### config.mk
export PLATFORM = sky130hd
export DESIGN_NAME = alu_seq_ctrl
export DESIGN_NICKNAME = d
export VERILOG_FILES = /design/src/rtl/alu_seq_ctrl.sv
export SDC_FILE = /design/constraint.sdc
export NUM_CORES = 1
export LEC_CHECK = 0
export CAP_MARGIN = 0
export CORE_ASPECT_RATIO = 0.6
export CORE_MARGIN = 3
export CORE_UTILIZATION = 40
export CTS_CLUSTER_DIAMETER = 150
export DETAILED_ROUTE_END_ITERATION = 8
export PLACE_DENSITY = 0.64
export SLEW_MARGIN = 30
export SYNTH_ARGS = -nofsm -noshare
export SYNTH_HDL_FRONTEND = slang
export SYNTH_SLANG_ARGS = --single-unit
### constraint.sdc
create_clock -name CLK -period 8.9 [get_ports CLK]
set_clock_uncertainty 0.1 [all_clocks]
set_input_delay 2.67 -clock CLK [delete_from_list [all_inputs] [get_ports CLK]]
set_output_delay 2.67 -clock CLK [all_outputs]
set_load 0.01 [all_outputs]
### src/rtl/alu_seq_ctrl.sv
// Sequencing controller for the 6-bit ALU datapath: START/READY handshake,
// single-cycle ALU ops, shift-add multiply, registered result/flags and DONE pulse.
module alu_seq_ctrl #(
  parameter int unsigned WIDTH = 6
) (
  input  logic             CLK,
  input  logic             RST_N,
  input  logic             START,
  input  logic [2:0]       OP,
  input  logic [WIDTH-1:0] A,
  input  logic [WIDTH-1:0] B,
  output logic             READY,
  output logic             DONE,
  output logic [WIDTH-1:0] RESULT,
  output logic             CARRY,
  output logic             OVF,
  output logic             ZERO,
  output logic             INV_SEL
);

  localparam int unsigned CW = $clog2(WIDTH);

  localparam logic [2:0] OP_ADD  = 3'b000;
  localparam logic [2:0] OP_SUB  = 3'b001;
  localparam logic [2:0] OP_AND  = 3'b010;
  localparam logic [2:0] OP_OR   = 3'b011;
  localparam logic [2:0] OP_XOR  = 3'b100;
  localparam logic [2:0] OP_NOTB = 3'b101;
  localparam logic [2:0] OP_MUL  = 3'b110;
  localparam logic [2:0] OP_CMP  = 3'b111;

  typedef enum logic [1:0] {
    S_IDLE = 2'd0,
    S_EXEC = 2'd1,
    S_MUL  = 2'd2,
    S_DONE = 2'd3
  } state_t;

  state_t               state_q, state_d;
  logic [WIDTH-1:0]     a_q, a_d, b_q, b_d;
  logic [2:0]           op_q, op_d;
  logic [2*WIDTH-1:0]   acc_q, acc_d;
  logic [CW-1:0]        cnt_q, cnt_d;
  logic [WIDTH-1:0]     result_q, result_d;
  logic                 carry_q, carry_d, ovf_q, ovf_d, zero_q, zero_d;
  logic                 inv_sel_q, inv_sel_d;

  logic [WIDTH-1:0]     binv;
  logic                 cin;
  logic [WIDTH:0]       sum_w;
  logic [2*WIDTH-1:0]   acc_add, acc_nxt;
  logic [WIDTH-1:0]     exec_val;
  logic                 exec_c, exec_o;

  always_comb begin
    binv    = inv_sel_q ? ~b_q : b_q;
    cin     = (op_q == OP_SUB) || (op_q == OP_CMP);
    sum_w   = {1'b0, a_q} + {1'b0, binv} + {{WIDTH{1'b0}}, cin};
    acc_add = b_q[cnt_q] ? ({{WIDTH{1'b0}}, a_q} << cnt_q) : '0;
    acc_nxt = acc_q + acc_add;

    exec_val = '0;
    exec_c   = 1'b0;
    exec_o   = 1'b0;
    case (op_q)
      OP_ADD, OP_SUB, OP_CMP: begin
        exec_val = sum_w[WIDTH-1:0];
        exec_c   = sum_w[WIDTH];
        exec_o   = (a_q[WIDTH-1] == binv[WIDTH-1]) && (sum_w[WIDTH-1] != a_q[WIDTH-1]);
      end
      OP_AND:  exec_val = a_q & b_q;
      OP_OR:   exec_val = a_q | b_q;
      OP_XOR:  exec_val = a_q ^ b_q;
      OP_NOTB: exec_val = binv;
      default: exec_val = '0;
    endcase
  end

  always_comb begin
    state_d   = state_q;
    a_d       = a_q;
    b_d       = b_q;
    op_d      = op_q;
    acc_d     = acc_q;
    cnt_d     = cnt_q;
    result_d  = result_q;
    carry_d   = carry_q;
    ovf_d     = ovf_q;
    zero_d    = zero_q;
    inv_sel_d = 1'b0;
    case (state_q)
      S_IDLE: begin
        if (START) begin
          a_d       = A;
          b_d       = B;
          op_d      = OP;
          // registered here so the inverter select is valid for the whole EXEC cycle
          inv_sel_d = (OP == OP_SUB) || (OP == OP_CMP) || (OP == OP_NOTB);
          state_d   = S_EXEC;
        end
      end
      S_EXEC: begin
        if (op_q == OP_MUL) begin
          acc_d   = '0;
          cnt_d   = '0;
          state_d = S_MUL;
        end else begin
          if (op_q != OP_CMP) result_d = exec_val;
          carry_d = exec_c;
          ovf_d   = exec_o;
          zero_d  = (exec_val == '0);
          state_d = S_DONE;
        end
      end
      S_MUL: begin
        acc_d = acc_nxt;
        cnt_d = cnt_q + CW'(1);
        if (cnt_q == CW'(WIDTH-1)) begin
          result_d = acc_nxt[WIDTH-1:0];
          carry_d  = |acc_nxt[2*WIDTH-1:WIDTH];
          ovf_d    = 1'b0;
          zero_d   = (acc_nxt[WIDTH-1:0] == '0);
          state_d  = S_DONE;
        end
      end
      default: state_d = S_IDLE;
    endcase
  end

  always_ff @(posedge CLK or negedge RST_N) begin
    if (!RST_N) begin
      state_q   <= S_IDLE;
      a_q       <= '0;
      b_q       <= '0;
      op_q      <= '0;
      acc_q     <= '0;
      cnt_q     <= '0;
      result_q  <= '0;
      carry_q   <= 1'b0;
      ovf_q     <= 1'b0;
      zero_q    <= 1'b0;
      inv_sel_q <= 1'b0;
    end else begin
      state_q   <= state_d;
      a_q       <= a_d;
      b_q       <= b_d;
      op_q      <= op_d;
      acc_q     <= acc_d;
      cnt_q     <= cnt_d;
      result_q  <= result_d;
      carry_q   <= carry_d;
      ovf_q     <= ovf_d;
      zero_q    <= zero_d;
      inv_sel_q <= inv_sel_d;
    end
  end

  assign READY   = (state_q == S_IDLE);
  assign DONE    = (state_q == S_DONE);
  assign RESULT  = result_q;
  assign CARRY   = carry_q;
  assign OVF     = ovf_q;
  assign ZERO    = zero_q;
  assign INV_SEL = inv_sel_q;

endmodule
* Word level (Yosys, flattened, before mapping)
Cells that the tools add are included.
Cells by class: bitwise logic cells 4, order comparisons 1, add/sub/neg operators 4, mux-type cells 30, eq/ne operators 22, shift-type cells 1, reductions and logical operators 16
Operators by type and width (number):
- $pmux W6 S5 | 1
- $mux W12 | 2
- $mux W6 | 4
- $pmux W12 S2 | 1
- $eq A3 B3 Y1 const B | 7
- $add A12 B12 Y12 | 1
- $logic_not A6 Y1 | 2
- $mux W1 | 12
- $pmux W6 S2 | 1
- $shl A6 B3 Y12 | 1
- $ne A2 B2 Y1 const B | 5
- $add A6 B6 Y7 | 1
- $add A7 B1 Y7 | 1
- $and A6 B6 Y6 | 1
- $eq A3 B1 Y1 const B | 2
- $eq A3 B2 Y1 const B | 2
- $not A6 Y6 | 1
- $or A6 B6 Y6 | 1
- $pmux W1 S2 | 3
- $pmux W2 S3 | 1
- $pmux W3 S2 | 1
- $reduce_and A2 Y1 | 3
- $reduce_or A6 Y1 | 1
- $xor A6 B6 Y6 | 1
- 18 further kinds | 22
Word-level totals: register bits 42, output and inout port bits 12, input bits 18

* Longest topological paths before layout
word-level depth 9, gate-level depth with buffers 15, mapped depth without buffers 13

* Worst setup path after synthesis
No wires, ideal clock.
path kind input to register, from in START, to reg a_q[0], setup slack 5.114 ns, cell stages on the path 3, required time 8.675 ns, setup time 0.125 ns, buffers on the path 1, arrival time 3.561 ns, cells stage by stage nand2_1 -> clkbuf_1 -> mux2_2
Between the ends: word-level cells in the longest chain between the ends 1
Ends and longest elaborated chain:
- start: declaration | line 8 | input logic START,
- $reduce_and A2 Y1 (no line)
- end signal: assignment | line 133 | a_q <= '0;
- end signal: assignment | line 145 | a_q <= a_d;
- end: declaration | line 40 | logic [WIDTH-1:0] a_q, a_d, b_q, b_d;
Every way passes these cells. A chain may end at the register's enable or synchronous reset.

* Worst setup path in the final report
from reg state_q[0], to out READY
Between the ends: word-level cells in the longest chain between the ends 1
Ends and longest elaborated chain:
- start: declaration | line 39 | state_t state_q, state_d;
- start signal: assignment | line 144 | state_q <= state_d;
- $logic_not A2 Y1 | line 158 | assign READY = (state_q == S_IDLE);
- end: declaration | line 12 | output logic READY,
Every way passes these cells.

==> metrics.md <==
| Metric | Value |
|---|---|
| Chip Height | 77.7 um |
| Commonest non-fill, non-tap cells in the layout | dfrtp_1, nand2_1, ha_1 |
| Post-synth top area share | 0.307 |
| Dpl cell area | 3740 um^2 |
| Clk Latency, worst-skew pair | 0.30 ns |
| Area grow syn2layout | 13.7% |
| Yosys reg bits | 42 |
| Total of max-cap violations | 0 |
| Final ANT Viol Nets | 0 |
| Netlist cell types | 56 |
| Synthesized area | 3420 um^2 |
| EDFF count, synth | 0 |
| Worst min-delay path class | reg2reg |
| Total gr overflow | 0 |
| Clk root buf | clkbuf_16 |
| Postcts setup bufs | 0 |
| Share of cells above drive strength 1 | 0.0886 |
| Core area | 8100 um^2 |
| # rows | 25 |
| Port bufs | 29 |
| Area leader, netlist | dfrtp_1 |
| DR pass1 iterations | 5 |
| Die W | 125 um |
| Startpoint Class | flip-flop |
| Synth top area cells | dfrtp_1, ha_1, mux2_2 |
| FFs w/ async S/R, synth | 1.00 |
| CTS Hold Bufs | 0 |
| Sequential cell area fraction in the yosys report | 0.307 |
| DRC violations left | 0 |
| Design area | 3890 um^2 |
| Fillers | 794 |
| Leading cell type in the layout, fill and taps excluded | dfrtp_1 |
| Number of I/O pins | 30 |
| Mean number of vias per cell | 5.85 |
| Global Route Usage Sum | 0.182 |
| Post_cts resized | 0 |
| Setup TNS | 0 ns |
| Clock H-tree levels | 2 |
| CP required | 6.13 ns |
| Avg WL per Cell | 17.5 um |
| Syn Area/Cell | 9.10 um^2 |
| Initial antenna violation count | 0 |
| Worst relative slew slack | 0.542 |
| CTS Buf Count | 5 |
| Die ar. | 9740 um^2 |
| Final net count | 450 |
| CTS clk-pin slew, worst paths | 0.06 ns |
| Iter 0 DRT Violations | 264 |
| Clock sinks | 42 |
| Status | finished, final reports clean |
| Worst Path Max Fanout | 4 |
| Vias in the first global route | 2706 |
| First-pass GRT wire length | 14.3 mm |
| Starting Density | 0.423 |
| Clk buf depth | 2 |
| Final Max Slew Viols | 0 |
| Mapped Nets | 432 |
| Finished Core Util | 0.480 |
| Synth Instances | 376 |
| CTS tree | yes |
| Kind of end point of the critical path | output port |
| Final hold viol count | 0 |
| Worst Path Arrival | 1.60 ns |
| Largest net degree at the start of global routing | 43 |
| ANT cells | 0 |
| Setup violators final | 0 |
| Minimum clock period | 4.37 ns |
| DP HPWL | 6.78 mm |
| Crit share post-route | 0.491 |
| RSZ-0062 raised after global routing | false |
| Fmax | 229 MHz |
| Gpl congestion | 0.898 |
| Drt total wl | 8.78 mm |
| Crit Path Category | reg2out |
| Routed vias | 2945 |
| Synth Flop Type | dfrtp_1 |
| Syn. warnings | 0 |
| Slew at the pin closest to its max-slew limit | 0.686 ns |
path summary, 6_finish.rpt:
kind	from	end	slack (ns)	depth (start not counted)
setup / recovery	state_q[0]$_DFFE_PN0P_	READY	4.53	3
hold / removal	RESULT[2]$_DFFE_PN0P_	RESULT[2]$_DFFE_PN0P_	0.37	2
setup reg to reg	cnt_q[0]$_DFFE_PN0P_	CARRY$_DFFE_PN0P_	4.93	11
hold reg to reg	RESULT[2]$_DFFE_PN0P_	RESULT[2]$_DFFE_PN0P_	0.37	2
max in group asynchronous	RST_N	INV_SEL$_DFF_PN0_	6.07	1
min in group asynchronous	RST_N	RESULT[0]$_DFFE_PN0P_	2.25	1
synth_stat cells (all sizes together), types with 3 or more instances:
cell type   n
a211oi      7
a21oi      20
inv        23
nor2       25
buf         6
o21ai      31
xor2       13
nand3       8
clkbuf     12
o211ai      5
mux2i       7
dfrtp      42
nor2b       5
nor4        6
a21o        8
nor3        5
ha         35
o22ai       3
a31oi       3
a221oi      6
mux2       17
fa          3
xnor2       4
nand2b      6
nand2      39
a22oi       3
a22o        5
cell families after synthesis:
logic type	synth area share
muxes	0.0841
DFF	0.307
AOI/OAI and AO/OA	0.217
buffers and inverters	0.0556
xor gates and xnor gates	0.0457
and+or+nand+nor	0.145
adders and majority gates	0.145
per-stage QoR:
| step | std cells | hold WS (ns) | worst slack [ns] |
|---|---|---|---|
| 4_1_cts | 503 | 0.378 | 4.52 |
| 2_1_floorplan | 376 | 0.356 | 5.11 |
| 6_report | 503 | 0.368 | 4.53 |
| 3_3_place_gp | 495 | 0.350 | 4.71 |
| 5_1_grt | 503 | 0.398 | 4.41 |
| 3_5_place_dp | 495 | 0.365 | 4.66 |
flip-flops by register name, indices dropped and copies added (netlist names):
| name | count |
|---|---|
| op_q | 3 |
| INV_SEL | 1 |
| acc_q | 12 |
| RESULT | 6 |
| OVF | 1 |
| ZERO | 1 |
| state_q | 2 |
| cnt_q | 3 |
| CARRY | 1 |
| a_q | 6 |
| b_q | 6 |
critical path, stage by stage (launching register included):
cell and delay [ns]:
dfrtp_1 0.42, inv_1 0.11, ha_1 0.21, clkdlybuf4s50_1 0.55
final cells by class:
class / count / area (um^2) / area share
multi-input combinational: 293 / 2180 / 0.561
sequential: 42 / 1050 / 0.270
timing repair buffer: 29 / 288 / 0.0739
tap: 108 / 135 / 0.0347
clock buffer: 5 / 125 / 0.0321
inverter: 23 / 86.3 / 0.0222
clock inverter: 3 / 25.0 / 0.00643
layer usage:
metal	up-vias	wire, um	GRT usage
met2	93	3370	0.232
li1	1402	-	-
met4	0	63	0.0357
met5	-	0	0
met1	1441	4880	0.307
met3	9	465	0.0337
Power is left out: the tool's default activity adds up to more than one toggle a clock period on the data nets, which glitch-free logic cannot reach.
==> edit, RTL diff (same settings) <==
The 4 states of `state_t` get a Gray code encoding in 2 bits.
--- a/src/rtl/alu_seq_ctrl.sv
+++ b/src/rtl/alu_seq_ctrl.sv
@@ -30,10 +30,10 @@
   localparam logic [2:0] OP_CMP  = 3'b111;
 
   typedef enum logic [1:0] {
-    S_IDLE = 2'd0,
-    S_EXEC = 2'd1,
-    S_MUL  = 2'd2,
-    S_DONE = 2'd3
+    S_IDLE = 2'b00,
+    S_EXEC = 2'b01,
+    S_MUL  = 2'b11,
+    S_DONE = 2'b10
   } state_t;
 
   state_t               state_q, state_d;
Behaviour: no difference found for any inputs over 10 cycles, from zero or initial values and one cycle with RST_N low; not proved beyond that.
==> edit against the unedited design <==
Synthesized cell count is 2.1% higher. Sequential cell count unchanged. Area after synthesis fell by 4.4%. Register-to-register slack improved by 0.03 ns. Fmax up 0.66%. Cell area down 3.2%. Count of clock-buffer cells in the layout is 1 higher. Utilization increased by 1.6 points. Cell count is 0.20% higher. Sequential share of layout area increased by 0.89 points. Routed wire length is 2.3% lower. Setup slack improved by 0.029 ns.
==> edit: results (changes against the unedited design) <==
** Yosys
- The adder and majority gate portion of the synthesized area is 13.31% (-1.2 points).
- Top area cells in the synthesized netlist :: sky130_fd_sc_hd__dfrtp_1 32%, sky130_fd_sc_hd__ha_1 11%, sky130_fd_sc_hd__nand2_1 5.9%
- The fraction of the mapped netlist area in compound gates is 21.45% (-0.26 points).
- Syn_nets :: 435 (+0.69%)
- Number of unique standard cell types used by synthesis :: 54 (-3.6%)
- The share of synthesized area occupied by flip-flops and latches was 32.12% (+1.4 points).
- The xor and xnor area share after synthesis was 4.551% (-0.018 points).

** Setup path
- Critical path launch point :: state_q[1]$_DFFE_PN0P_
- On the critical path, the stage with the largest delay is an instance of sky130_fd_sc_hd__dfrtp_1.
- The depth of the worst register-to-register path was 12 (+1).
- Endpoint of the most critical setup path :: DONE
- The maximum net fanout on the critical path is 10 (+6).

** Layout
- Relative to the synthesized area, the layout overhead comes to 15.18%.
- The number of flip-flops and latches came to 42 (unchanged).
- The share of final layout cell area taken by clock buffers and inverters is 4.482% (+0.62 points).
- End-of-flow core utilization :: 49.60% (+1.6 points)
- Fill cell count :: 717 (-9.7%)
- Total area of multi-input combinational cells :: 0.002044 mm^2 (-6.3%)
- The multi-input combinational cell count is 299 (+2.0%).
- The clock buffer instance count of the final layout was 6 (+1).
- Proportion of layout cells with a drive suffix above 1 :: 6.500% (-2.4 points)

** Placed design
- Post-detailed-placement half-perimeter wirelength :: 6579 um (-3.0%)
- Post-Place Worst Slack :: 4.392 ns (-0.2728 ns)
- RePlAce Congestion :: 0.9127 (+1.6%)
- Placed cell area :: 0.003600 mm^2 (-3.7%)

** Detailed routing
- The average vias per placed instance was 5.563 (-5.0%).
- Number of violations reported at the end of detailed-routing iteration 0 :: 202 (-23%)

** Global route
- The number of global-route vias before repair came to 2,571 (-5.0%).
- The total global-route track usage is 19.33% (+1.1 points).
- Global-route wire length before repair :: 14,010 um (-2.1%)

** STA
- Smallest setup slack after layout :: 4.561 ns (+0.02853 ns)
- Min Hold Slack :: 0.3855 ns (+0.01759 ns)
- Worst-case headroom to the max-slew limit :: 40.51% (-14 points)

** Status
- Result of the run :: finished, final reports clean

** Worst hold path
- The number of cells on the worst hold path was 1 (-1).
edit: cell types whose count changed after synthesis, moves of 4 or more:
cell	before	now
sky130_fd_sc_hd__nand2_1	39	51
sky130_fd_sc_hd__mux2_2	16	6
sky130_fd_sc_hd__o21ai_1	0	8
sky130_fd_sc_hd__ha_1	35	30
sky130_fd_sc_hd__buf_6	4	0
sky130_fd_sc_hd__buf_2	1	9
sky130_fd_sc_hd__o21bai_1	1	5
sky130_fd_sc_hd__a211oi_1	7	3
edit: logic make-up after synthesis:
logic type,Yosys count
simple gates,123
compound gates,109
buf+inv,43
flops,42
fa+ha+maj,33
xor+xnor,17
mux,17
edit: metal layers:
metal  GRT usage (%)  vias up  part of all wire [%]
met5               0        -                     0
met4           4.022        0                  0.82
met3           5.193       10                   6.1
met2           23.11       79                    36
met1           32.91     1324                    57
li1                -     1391                     -
edit: power by group:
part,total [mW],internal (mW),switching [mW]
Combinational,0.918,0.389,0.529
Sequential,0.401,0.271,0.130
Clock,0.218,0.139,0.0796
Total,1.54,0.799,0.739
